**config.mk**
```make
export PLATFORM = sky130hd
export DESIGN_NAME = store_buffer
export DESIGN_NICKNAME = d
export VERILOG_FILES = /design/src/rtl/store_buffer_pkg.sv /design/src/rtl/store_buffer_match.sv /design/src/rtl/store_buffer.sv
export SDC_FILE = /design/constraint.sdc
export NUM_CORES = 1
export LEC_CHECK = 0
export BUFFER_PORTS_ARGS = -buffer_cell sky130_fd_sc_hd__buf_2
export CORE_MARGIN = 3
export CORE_UTILIZATION = 45
export CTS_CLUSTER_SIZE = 24
export DETAILED_ROUTE_END_ITERATION = 12
export PLACE_DENSITY = 0.67
export SLEW_MARGIN = 20
export SYNTH_ARGS = -nofsm -noshare
export SYNTH_HDL_FRONTEND = slang
export SYNTH_SLANG_ARGS = --single-unit
```
**constraint.sdc**
```tcl
create_clock -name clk -period 5.54 [get_ports clk]
set_clock_uncertainty 0.15 [all_clocks]
set_input_delay 0.277 -clock clk [delete_from_list [all_inputs] [get_ports clk]]
set_output_delay 0.277 -clock clk [all_outputs]
set_load 0.05 [all_outputs]
```
**src/rtl/store_buffer_pkg.sv**
```systemverilog
// Shared definitions for the M-stage posted-write store buffer.
// The byte-enable constants are shared with the memory and the load-extend stage.
package store_buffer_pkg;

    localparam int unsigned SB_DEPTH = 4;
    localparam int unsigned WADDR_W  = 30;
    localparam int unsigned DATA_W   = 32;
    localparam int unsigned BE_W_W   = 4;

    localparam logic [BE_W_W-1:0] BE_B0 = 4'b0001;
    localparam logic [BE_W_W-1:0] BE_B1 = 4'b0010;
    localparam logic [BE_W_W-1:0] BE_B2 = 4'b0100;
    localparam logic [BE_W_W-1:0] BE_B3 = 4'b1000;
    localparam logic [BE_W_W-1:0] BE_H0 = 4'b0011;
    localparam logic [BE_W_W-1:0] BE_H1 = 4'b1100;
    localparam logic [BE_W_W-1:0] BE_W  = 4'b1111;

    typedef struct packed {
        logic [WADDR_W-1:0] waddr;
        logic [BE_W_W-1:0]  be;
        logic [DATA_W-1:0]  data;
    } sb_entry_t;

endpackage

```
**src/rtl/store_buffer_match.sv**
```systemverilog
// Load/store overlap detector: flags a load touching any byte of a pending store
// in the same word.
module store_buffer_match
    import store_buffer_pkg::*;
#(
    parameter int unsigned DEPTH = SB_DEPTH
)
(
    input  logic [DEPTH-1:0]   i_valid,
    input  logic [WADDR_W-1:0] i_waddr [DEPTH],
    input  logic [BE_W_W-1:0]  i_be    [DEPTH],
    input  logic               i_ld_valid,
    input  logic [WADDR_W-1:0] i_ld_waddr,
    input  logic [BE_W_W-1:0]  i_ld_be,
    output logic               o_stall_c
);

    logic [DEPTH-1:0] w_hit;

    // One comparator per entry; the head still counts while it is being drained.
    always_comb begin
        w_hit = '0;
        for (int i = 0; i < int'(DEPTH); i++) begin
            w_hit[i] = i_valid[i] & (i_waddr[i] == i_ld_waddr) & (|(i_be[i] & i_ld_be));
        end
    end

    assign o_stall_c = i_ld_valid & (|w_hit);

endmodule

```
**src/rtl/store_buffer.sv**
```systemverilog
// Posted-write FIFO between the M-stage store path and the data memory write port.
// Stores drain in program order, one per granted cycle; overlapping loads stall.
module store_buffer
    import store_buffer_pkg::*;
#(
    parameter int unsigned DEPTH = SB_DEPTH
)
(
    input  logic                       clk,
    input  logic                       rst_n,
    input  logic                       st_valid,
    input  logic [31:0]                st_addr,
    input  logic [3:0]                 st_be,
    input  logic [31:0]                st_data,
    output logic                       st_ready,
    input  logic                       ld_valid,
    input  logic [31:0]                ld_addr,
    input  logic [3:0]                 ld_be,
    output logic                       ld_stall,
    output logic                       dm_wr,
    input  logic                       dm_gnt,
    output logic [31:0]                dm_addr,
    output logic [3:0]                 dm_be,
    output logic [31:0]                dm_wd,
    output logic                       sb_empty,
    output logic [$clog2(DEPTH+1)-1:0] sb_count
);

    localparam int unsigned PTR_W = $clog2(DEPTH);
    localparam int unsigned CNT_W = $clog2(DEPTH + 1);

    sb_entry_t          r_entry [DEPTH];
    logic [DEPTH-1:0]   r_valid;
    logic [PTR_W-1:0]   r_wr_ptr;
    logic [PTR_W-1:0]   r_rd_ptr;
    logic [CNT_W-1:0]   r_count;

    logic               w_enq;
    logic               w_deq;
    logic               w_match_stall;
    sb_entry_t          w_head;
    logic [WADDR_W-1:0] w_waddr [DEPTH];
    logic [BE_W_W-1:0]  w_be    [DEPTH];
    logic               w_unused;

    // Byte offsets are implied by the lane enables.
    assign w_unused = ^{st_addr[1:0], ld_addr[1:0]};

    // No bypass when full: a same-cycle drain does not free a slot until the next cycle.
    assign st_ready = (r_count < CNT_W'(DEPTH));
    assign sb_empty = (r_count == '0);
    assign sb_count = r_count;
    assign dm_wr    = !sb_empty;

    assign w_enq = st_valid & st_ready & (st_be != 4'b0000);
    assign w_deq = dm_wr & dm_gnt;

    assign w_head  = r_entry[r_rd_ptr];
    assign dm_addr = dm_wr ? {w_head.waddr, 2'b00} : 32'h0;
    assign dm_be   = dm_wr ? w_head.be : 4'b0000;
    assign dm_wd   = dm_wr ? w_head.data : 32'h0;

    // Pointers, occupancy and valid bits; pending stores are discarded on reset.
    always_ff @(posedge clk or negedge rst_n) begin
        if (!rst_n) begin
            r_wr_ptr <= '0;
            r_rd_ptr <= '0;
            r_count  <= '0;
            r_valid  <= '0;
        end else begin
            if (w_enq) begin
                r_valid[r_wr_ptr] <= 1'b1;
                r_wr_ptr          <= r_wr_ptr + PTR_W'(1);
            end
            if (w_deq) begin
                r_valid[r_rd_ptr] <= 1'b0;
                r_rd_ptr          <= r_rd_ptr + PTR_W'(1);
            end
            case ({w_enq, w_deq})
                2'b10:   r_count <= r_count + CNT_W'(1);
                2'b01:   r_count <= r_count - CNT_W'(1);
                default: r_count <= r_count;
            endcase
        end
    end

    // Payload storage needs no reset; it is qualified by the valid bits.
    always_ff @(posedge clk) begin
        if (w_enq) begin
            r_entry[r_wr_ptr] <= '{waddr: st_addr[31:2], be: st_be, data: st_data};
        end
    end

    always_comb begin
        for (int i = 0; i < int'(DEPTH); i++) begin
            w_waddr[i] = r_entry[i].waddr;
            w_be[i]    = r_entry[i].be;
        end
    end

    store_buffer_match #(
        .DEPTH (DEPTH)
    ) u_match (
        .i_valid    (r_valid),
        .i_waddr    (w_waddr),
        .i_be       (w_be),
        .i_ld_valid (ld_valid),
        .i_ld_waddr (ld_addr[31:2]),
        .i_ld_be    (ld_be),
        .o_stall_c  (w_match_stall)
    );

    // A store and a load together cannot come from one M-stage instruction; hold the load.
    assign ld_stall = w_match_stall | (ld_valid & st_valid);

endmodule

```
# Word-level counts from Yosys, hierarchy flattened
# Memory sizes are Yosys's and may differ from the RTL's.
# Index checks and enable logic that the tools add are counted.
[totals]
ff_bits = 11
word_cells = 64
ram_bits = 264
mem_count = 1
output_inout_bits = 75
[classes]
bitwise_logic = 21
order_cmp = 5
n_eq_ne = 6
n_addsub = 4
mux = 12
n_reduce_logical = 11
[memory_table]
columns = ["memory", "words", "word_bits", "rd", "rd_ports_with_merged_regs", "wr", "line_no", "source"]
rows = [
  ["r_entry", 4, 66, 5, 0, 1, "store_buffer.sv:32", "sb_entry_t r_entry [DEPTH];"],
]
[ops]
columns = ["operator", "count"]
rows = [
  ["== test 30 bit", 4],
  ["two-way mux 32 bit", 2],
  ["AND 4 bit", 5],
  ["OR reduction 4 bit", 5],
  ["AND 1 bit", 13],
  ["two-way mux 4 bit", 3],
  ["less-than comparator 2 x 3 -> 1 bit (second input constant)", 2],
  ["case mux 3 bit (2 select lines)", 1],
  ["adder 2 x 1 -> 2 bit (second input constant)", 2],
  ["demux 1 bit (select 2 bit)", 2],
  ["greater-or-equal comparator 2 x 1 -> 1 bit (second input constant)", 2],
  ["two-way mux 1 bit", 4],
  ["NOT 4 bit", 1],
  ["bitwise OR 4 bit", 1],
  ["nonzero test 4 bit", 1],
  ["adder 3 x 1 -> 3 bit (second input constant)", 1],
  ["zero test 3 bit", 1],
  ["less-than comparator 3 bit (second input constant)", 1],
  ["subtractor 3 x 1 -> 3 bit (second input constant)", 1],
  ["== test 2 x 1 -> 1 bit (second input constant)", 1],
  ["== test 2 bit (second input constant)", 1],
  ["logical AND 1 bit", 2],
  ["nonzero test 2 bit", 1],
  ["zero test 1 bit", 1],
  ["bitwise OR 1 bit", 1],
]

# Logic depth before layout (Yosys ltp)
# Gate-level depths: netlist of run 1.
[logic_depth]
ltp_word = 8
depth_mapped = 11
ltp_nobuf = 10

# Modules after synthesis
# Synthesis of run 1 repeated with hierarchy kept, for this count alone.
[unflattened]
hier_cells = 670
hier_area_um2 = 12283.0
[modules_own_cells]
columns = ["mod", "area_per_inst_um2", "instances", "cells_each"]
rows = [
  ["store_buffer", 10669.0, 1, 476],
  ["store_buffer_match", 1614.0, 1, 194],
]

# Least setup slack after synthesis of run 1
# OpenSTA, ideal clock, no wires.
[synth_timing]
path_kind = "register to output"
from = "register r_count[2], in the netlist sb_count[2]"
to = "output port dm_wd[22]"
arrival_ns = 2.689
path_slack_ns = 2.424
t_required_ns = 5.113
path_stages_with_launch = 6
path_cell_list = "dfrtp_1 > inv_1 > nand3_2 > inv_1 > clkbuf_1 > nor2b_1"
[synth_via]
elab_chain_len = 2
[synth_rtl]
columns = ["item", "line_no", "source"]
rows = [
  ["start, declared", "store_buffer.sv:36", "logic [CNT_W-1:0] r_count;"],
  ["start signal, assigned", "store_buffer.sv:80", "2'b10: r_count <= r_count + CNT_W'(1);"],
  ["start signal, assigned", "store_buffer.sv:81", "2'b01: r_count <= r_count - CNT_W'(1);"],
  ["start signal, assigned", "store_buffer.sv:82", "default: r_count <= r_count;"],
  ["zero test 3 bit", "store_buffer.sv:51", "assign sb_empty = (r_count == '0);"],
  ["net sb_empty", "store_buffer.sv:25", "output logic sb_empty,"],
  ["two-way mux 32 bit", "store_buffer.sv:61", "assign dm_wd = dm_wr ? w_head.data : 32'h0;"],
  ["end, declared", "store_buffer.sv:24", "output logic [31:0] dm_wd,"],
]
# The timed path passes the listed nets, and every way through them passes these cells.

# Worst setup path in the final report of run 1
[layout_timing]
from = "register r_rd_ptr[1]"
to = "output port dm_addr[11]"
[layout_via]
elab_chain_len = 2
[layout_rtl]
columns = ["item", "line_no", "source"]
rows = [
  ["start, declared", "store_buffer.sv:35", "logic [PTR_W-1:0] r_rd_ptr;"],
  ["start signal, assigned", "store_buffer.sv:77", "r_rd_ptr <= r_rd_ptr + PTR_W'(1);"],
  ["memory (4 x 66 bit)", "n/a", ""],
  ["two-way mux 32 bit", "store_buffer.sv:59", "assign dm_addr = dm_wr ? {w_head.waddr, 2'b00} : 32'h0;"],
  ["end, declared", "store_buffer.sv:22", "output logic [31:0] dm_addr,"],
]
# Every way passes these cells.

==> qor.csv, run 1 <==
stage,metric,value,unit
detailed_routing,Vias/cell,5.37,
setup_path,nature of the critical path endpoint,primary output,
synthesis,cells after synthesis,673,
setup_path,CP max stage cell,dfrtp_2,
place,DP Cell Count,1146,
detailed_routing,vias,6809,
clock_network,post-CTS resize count,0,
layout,Layout Nets,1028,
detailed_routing,# DRC,0,
floorplan,Initial Util,46.3,%
clock_network,CTS sink cnt,275,
clock_network,post-CTS setup buffer count,0,
clock_network,CTS Root Cell,clkbuf_16,
setup_path,"Buf+Inv Stages, Crit Path",2,
place,IO Port Bufs,177,
clock_network,TritonCTS Buffers,29,
clock_network,H-tree lvl count,1,
grt,largest net degree at the start of global routing,68,
sta,RSZ-0062 raised after global routing,no,
sta,Peak Freq,0.297,GHz
floorplan,Die Width,170,um
sta,worst slew pin tran,0.836,ns
sta,setup tns final,0,ns
floorplan,Boundary Pins,184,
min_path,Hold Path Class,primary input to asynchronous set/reset pin,
grt,initial antenna violation count,0,
synthesis,#FFs+latches synth,275,
synthesis,sequential-to-total area share from yosys stat,67.4,%
grt,grt ovf,0,
floorplan,die area,29000,um2
sta,Period minus WS final,3.37,ns
power_and_ir_drop,Peak VDD IR,0.385,mV
place,gpl congestion,0.834,
synthesis,Main synth FF type,edfxtp_1,
place,DPL Wire Length,19100,um
clock_network,CTS max path bufs,3,
sta,Final period util,60.9,%
setup_path,WP data arrival,2.94,ns
layout,ANT cells,0,
setup_path,Setup CP Type,register to primary output,
layout,final non-filler cell total,1267,
sta,Max-slew headroom,44.1,%
sta,count of final hold-check violations,0,
layout,Area Growth Syn to Fin,23.1,%
synthesis,post-synthesis cell type count,38,
setup_path,Crit path max-delay family,buffers and inverters,
synthesis,"FFs w/ async S/R, synth",4.00,%
setup_path,CP cell instances,buf_4 -> mux4_2 -> nor2b_1 -> buf_2,
setup_path,"Max FO, Critical Path",39,
clock_network,Clock Pin Slew Worst Setup and Hold Paths,0.06,ns
synthesis,Synth warnings,0,
sta,hold slack final,0.0178,ns
power_and_ir_drop,Leakage,5.23,nW
detailed_routing,WL per Instance,22.8,um
layout,most frequent cells in the layout,"264 x edfxtp_1, 177 x buf_2, 94 x xnor2_1",
synthesis,Mapped Area,12200,um2
sta,fin. max-slew vios,0,
floorplan,Rows,59,
power_and_ir_drop,Pwr Density,553,nW/um2
layout,share of cells above drive strength 1,33.4,%
grt,Total GRT Usage,19.7,%
clock_network,cts hold-fix bufs,67,
layout,post-layout util,57.0,%
outcome,status,"complete, no violations",
detailed_routing,Iteration-0 DRC Markers,430,
setup_path,"Data required, critical path",5.11,ns
job,# Max-Cap Violations,0,
setup_path,startpoint types,register,
synthesis,"Avg Cell Area, Syn",18.1,um2
grt,vias in the first global route,7112,
grt,first-pass GRT wire length,42900,um
detailed_routing,Detail Route Antenna Nets,0,
floorplan,Core ar.,26300,um2
synthesis,"EDFF count, synth",264,
clock_network,CTS tree,done,
detailed_routing,DRT Pass-1 Iters,5,
detailed_routing,final wirelength,28900,um
floorplan,Die Y,170,um
sta,Final setup viols,0,
layout,"commonest non-fill, non-tap cell in the layout",edfxtp_1,
setup_path,"slowest stage delay, CP",0.87,ns
clock_network,worst-skew pair later-pin latency,0.54,ns
-- registers in the layout, indices dropped and copies added, names as in the netlist --
name and flops:
r_wr_ptr 2, r_entry 264, sb_count 3, r_rd_ptr 2, r_valid 4
-- per-layer routing --
layer | share of wire (%) | global-route usage, %
met1 | 40 | 25.9
met2 | 50 | 34.6
met3 | 7.8 | 4.13
met4 | 1.5 | 3.49
met5 | 0 | 0
-- cell families after synthesis --
| kind of cell | after synthesis | synth area share (%) |
|---|---|---|
| and+or+nand+nor | 117 | 6.23 |
| muxes | 67 | 12.3 |
| DFF | 275 | 67.4 |
| other | 1 | 0.0308 |
| buffers and inverters | 58 | 2.47 |
| adders and majority gates | 10 | 1.09 |
| AOI/OAI and AO/OA | 20 | 1.46 |
| xor gates and xnor gates | 125 | 9.00 |
-- power breakdown --
group | switching, W | internal, W | leakage (nW) | total, W
Combinational | 0.00229 | 0.00110 | 2.21 | 0.00339
Sequential | 0.000218 | 0.00260 | 2.53 | 0.00282
Clock | 0.000791 | 0.00128 | 0.496 | 0.00207
Total | 0.00329 | 0.00499 | 5.23 | 0.00828
-- through the flow --
step | total power [W] | setup slack, ns | instance area [um2]
after floorplan | 0.00544 | 2.42 | 12200
after global placement | 0.00624 | 2.67 | 13300
after detailed placement | 0.00625 | 2.69 | 13300
after CTS | 0.00838 | 2.10 | 15000
after global routing | 0.00864 | 2.01 | 15000
final | 0.00828 | 2.17 | 15000
-- final timing paths --
kind	cells past startpoint	slack, ns	end	start
worst max-delay path	4	2.17	dm_addr[11]	r_rd_ptr[1]$_DFFE_PN0P_
worst max register to register	10	2.93	sb_count[2]$_DFFE_PN0P_	sb_count[0]$_DFFE_PN0P_
worst min-delay path	2	0.02	r_valid[0]$_DFF_PN0_	rst_n
worst min register to register	1	0.37	sb_count[0]$_DFFE_PN0P_	sb_count[0]$_DFFE_PN0P_
max in group asynchronous	2	4.97	r_rd_ptr[0]$_DFFE_PN0P_	rst_n
min in group clk	3	0.14	r_rd_ptr[0]$_DFFE_PN0P_	dm_gnt
-- final cells by class --
class,count,area [um2]
Clock buffer,32,737
Clock inverter,22,294
Fill cell,2029,11300
Inverter,10,37.5
Multi-Input combinational cell,341,3670
Sequential cell,275,8210
Tap cell,335,419
Timing Repair Buffer,252,1620
-- worst register-to-register path, delay by kind of cell (launching register included) --
kind / cells / cell delay [ns]
flops: 1 / 0.38
fa+ha+maj: 2 / 0.70
buf+inv: 3 / 0.19
xor+xnor: 2 / 0.27
simple gates: 3 / 0.84
-- synthesized netlist by cell type (all sizes together), types with 2 or more instances --
cell type | instances | area (um2)
o21ai | 2 | 10.0
xor2 | 31 | 272
nand2 | 2 | 7.51
nand3 | 3 | 20.0
a22oi | 6 | 45.0
nor2b | 54 | 338
clkbuf | 18 | 80.1
edfxtp | 264 | 7930
inv | 10 | 37.5
ha | 9 | 113
and2 | 4 | 35.0
dfrtp | 11 | 275
a2bb2oi | 4 | 60.1
nand4 | 25 | 156
a21oi | 3 | 15.0
mux4 | 66 | 1490
and2b | 13 | 97.6
buf | 30 | 183
xnor2 | 94 | 823
nor4 | 12 | 81.3
No activity file was read; power rests on OpenSTA's default activity.
==> run 2: changes to the inputs <==
ABC_AREA = 1   (was default)
clock period = 3.2 ns   (was 5.54 ns; I/O delays follow)
==> qor.csv, run 2 <==
stage,metric,value,unit
layout,share of cells above drive strength 1,16.3,%
floorplan,Die Y,175,um
synthesis,most common cell in the netlist,edfxtp_1,
power_and_ir_drop,switching share of power,46.9,%
sta,Max-slew headroom,35.1,%
power_and_ir_drop,Gate power share,47.5,%
sta,Final setup viols,0,
sta,fin. max-slew vios,0,
floorplan,Rows,61,
setup_path,nature of the critical path endpoint,primary output,
detailed_routing,# DRC,0,
clock_network,CTS sink cnt,275,
clock_network,CTS Root Cell,clkbuf_16,
setup_path,"Buf+Inv Stages, Crit Path",2,
synthesis,"Avg Cell Area, Syn",9.91,um2
synthesis,cells after synthesis,1293,
clock_network,Clock Pin Slew Worst Setup and Hold Paths,0.06,ns
clock_network,TritonCTS Buffers,29,
layout,Layout Nets,1654,
layout,multi-input logic area,3900,um2
sta,hold slack final,0.214,ns
detailed_routing,WL per Instance,18.7,um
setup_path,R2R Path Start,sb_count[0]$_DFFE_PN0P_,
outcome,status,"complete, no violations",
layout,number of flip-flops in the largest register,264,
grt,vias in the first global route,9911,
setup_path,CP cell instances,nor3_4 -> buf_4 -> a21oi_1 -> buf_2,
grt,first-pass GRT wire length,54900,um
clock_network,CTS tree,done,
grt,initial antenna violation count,5,
layout,Area Growth Syn to Fin,23.2,%
place,gpl congestion,0.942,
clock_network,worst-skew pair later-pin latency,0.54,ns
power_and_ir_drop,Pwr Density,959,nW/um2
layout,"commonest non-fill, non-tap cell in the layout",edfxtp_1,
clock_network,cts hold-fix bufs,70,
detailed_routing,DRT Pass-1 Iters,5,
place,pre-CTS setup slack,0.639,ns
detailed_routing,Vias/cell,5.20,
synthesis,Yosys top cell area share,61.9,%
synthesis,"EDFF count, synth",264,
floorplan,Die Width,175,um
power_and_ir_drop,Internal,0.00805,W
setup_path,Setup CP Type,register to primary output,
sta,count of final hold-check violations,0,
setup_path,"Max FO, Critical Path",67,
setup_path,"slowest stage delay, CP",0.71,ns
layout,# fillers,2464,
setup_path,CP max stage cell,buf_4,
sta,worst slew pin tran,0.974,ns
synthesis,commonest cells in the netlist,"264 x edfxtp_1, 237 x nand2_1, 231 x nor2_1",
clock_network,CTS max path bufs,3,
sta,worst setup margin,0.378,ns
detailed_routing,Detail Route Antenna Nets,0,
clock_network,post-CTS setup buffer count,0,
layout,Reg area,8210,um2
detailed_routing,final wirelength,36200,um
synthesis,post-synthesis cell type count,34,
synthesis,"FFs w/ async S/R, synth",4.00,%
detailed_routing,Iteration-0 DRC Markers,1201,
clock_network,post-CTS resize count,0,
power_and_ir_drop,Leakage,6.33,nW
setup_path,"Data required, critical path",2.89,ns
grt,Total GRT Usage,23.1,%
clock_network,H-tree lvl count,1,
setup_path,Crit path max-delay family,buffers and inverters,
power_and_ir_drop,clock share of power,21.4,%
grt,grt ovf,0,
min_path,Hold Path Class,primary input to register,
place,DPL Wire Length,23500,um
place,IO Port Bufs,177,
synthesis,Mapped Area,12800,um2
min_path,HP Start,st_data[2],
power_and_ir_drop,P_sw,0.00709,W
grt,largest net degree at the start of global routing,136,
synthesis,sequential-to-total area share from yosys stat,64.0,%
layout,design area,15800,um2
floorplan,Core ar.,27900,um2
sta,Peak Freq,0.354,GHz
sta,Period minus WS final,2.82,ns
layout,Top reg by flops,r_entry,
floorplan,die area,30500,um2
synthesis,Main synth FF type,edfxtp_1,
sta,RSZ-0062 raised after global routing,no,
power_and_ir_drop,Peak VDD IR,0.748,mV
place,placed cell area,14200,um2
synthesis,Synth warnings,0,
synthesis,#FFs+latches synth,275,
setup_path,WP data arrival,2.51,ns
setup_path,crit path launch,sb_count[0]$_DFFE_PN0P_,
floorplan,Initial Util,45.9,%
setup_path,startpoint types,register,
synthesis,ranking of synthesized cells by area,"edfxtp_1 62%, nand2_1 6.9%, nor2_1 6.8%",
power_and_ir_drop,Sequential Power Share,31.1,%
sta,Final period util,88.2,%
layout,most frequent cells in the layout,"264 x edfxtp_1, 237 x nand2_1, 227 x nor2_1",
detailed_routing,vias,10070,
job,# Max-Cap Violations,0,
floorplan,Boundary Pins,184,
synthesis,post-synth top area cell,edfxtp_1,
setup_path,worst reg2reg setup slack,0.99,ns
run 2: cell count changes after synthesis, moves of 26 or more:
cell / previous run / this run
xor2_1: 31 / 5
nand2_1: 2 / 237
nor2b_1: 54 / 0
o21ai_0: 2 / 160
mux4_2: 66 / 0
inv_1: 10 / 122
nor2_1: 1 / 231
xnor2_1: 94 / 26
a21oi_1: 3 / 119
run 2: worst register-to-register path, delay by kind of cell, from the launching register on:
kind | cells | cell delay (ns)
xor gates and xnor gates | 1 | 0.15
DFF | 1 | 0.46
AOI/OAI and AO/OA | 2 | 0.25
adders and majority gates | 2 | 0.56
and+or+nand+nor | 2 | 0.17
buffers and inverters | 3 | 0.35
run 2: area by class of cell:
cell class              count  area share (%)
diodes                      1          0.0159
flip-flops and latches    275            52.0
clock inverters            20            1.13
multi-input cells         834            24.7
clock buffers              33            4.69
well taps                 378            3.00
inverters                 129            3.07
repair buffers            266            11.4
run 2: per-stage QoR:
| stage | instances | TNS [ns] | utilization, % | power (W) |
|---|---|---|---|---|
| floorplan | 1294 | -127.83 | - | 0.00994 |
| global placement | 1812 | 0 | 50.7 | 0.0118 |
| detailed placement | 1812 | 0 | 50.7 | 0.0119 |
| CTS | 1935 | 0 | 56.5 | 0.0152 |
| global route | 1936 | 0 | 56.5 | 0.0159 |
| finish | 1936 | 0 | 56.5 | 0.0151 |
run 2: path summary, 6_finish.rpt:
| check | cells after the start | end |
|---|---|---|
| hold reg to reg | 1 | r_valid[3]$_DFF_PN0_ |
| min in group asynchronous | 3 | r_wr_ptr[0]$_DFFE_PN0P_ |
| setup reg to reg | 10 | sb_count[2]$_DFFE_PN0P_ |
| hold / removal | 2 | r_entry[1][2]$_DFFE_PP_ |
| setup / recovery | 4 | dm_addr[26] |
| max in group asynchronous | 3 | r_rd_ptr[0]$_DFFE_PN0P_ |
run 2: power by group through the flow:
stage          Clock [W]  Combinational (W)  Sequential, W
2_1_floorplan          0            0.00515        0.00479
3_3_place_gp           0            0.00706        0.00476
3_5_place_dp           0            0.00711        0.00478
4_1_cts          0.00327            0.00721        0.00470
5_1_grt          0.00345            0.00771        0.00475
6_report         0.00324            0.00719        0.00471
run 2: layer usage:
layer,GRT usage [%],wire [um],vias to the layer above
li1,-,-,4833
met2,37.7,16800,486
met5,0,55,-
met1,30.6,14700,4659
met4,8.71,1320,8
met3,4.76,3400,84
run 2: kinds of logic after synthesis:
kind of cell / share of synthesized area, %
other: 0.0293
flip-flops: 64.0
adder cells (fa/ha/maj): 1.04
AND/OR/NAND/NOR: 14.8
buffers and inverters: 5.87
XOR/XNOR: 2.12
AO/OA/AOI/OAI: 12.1
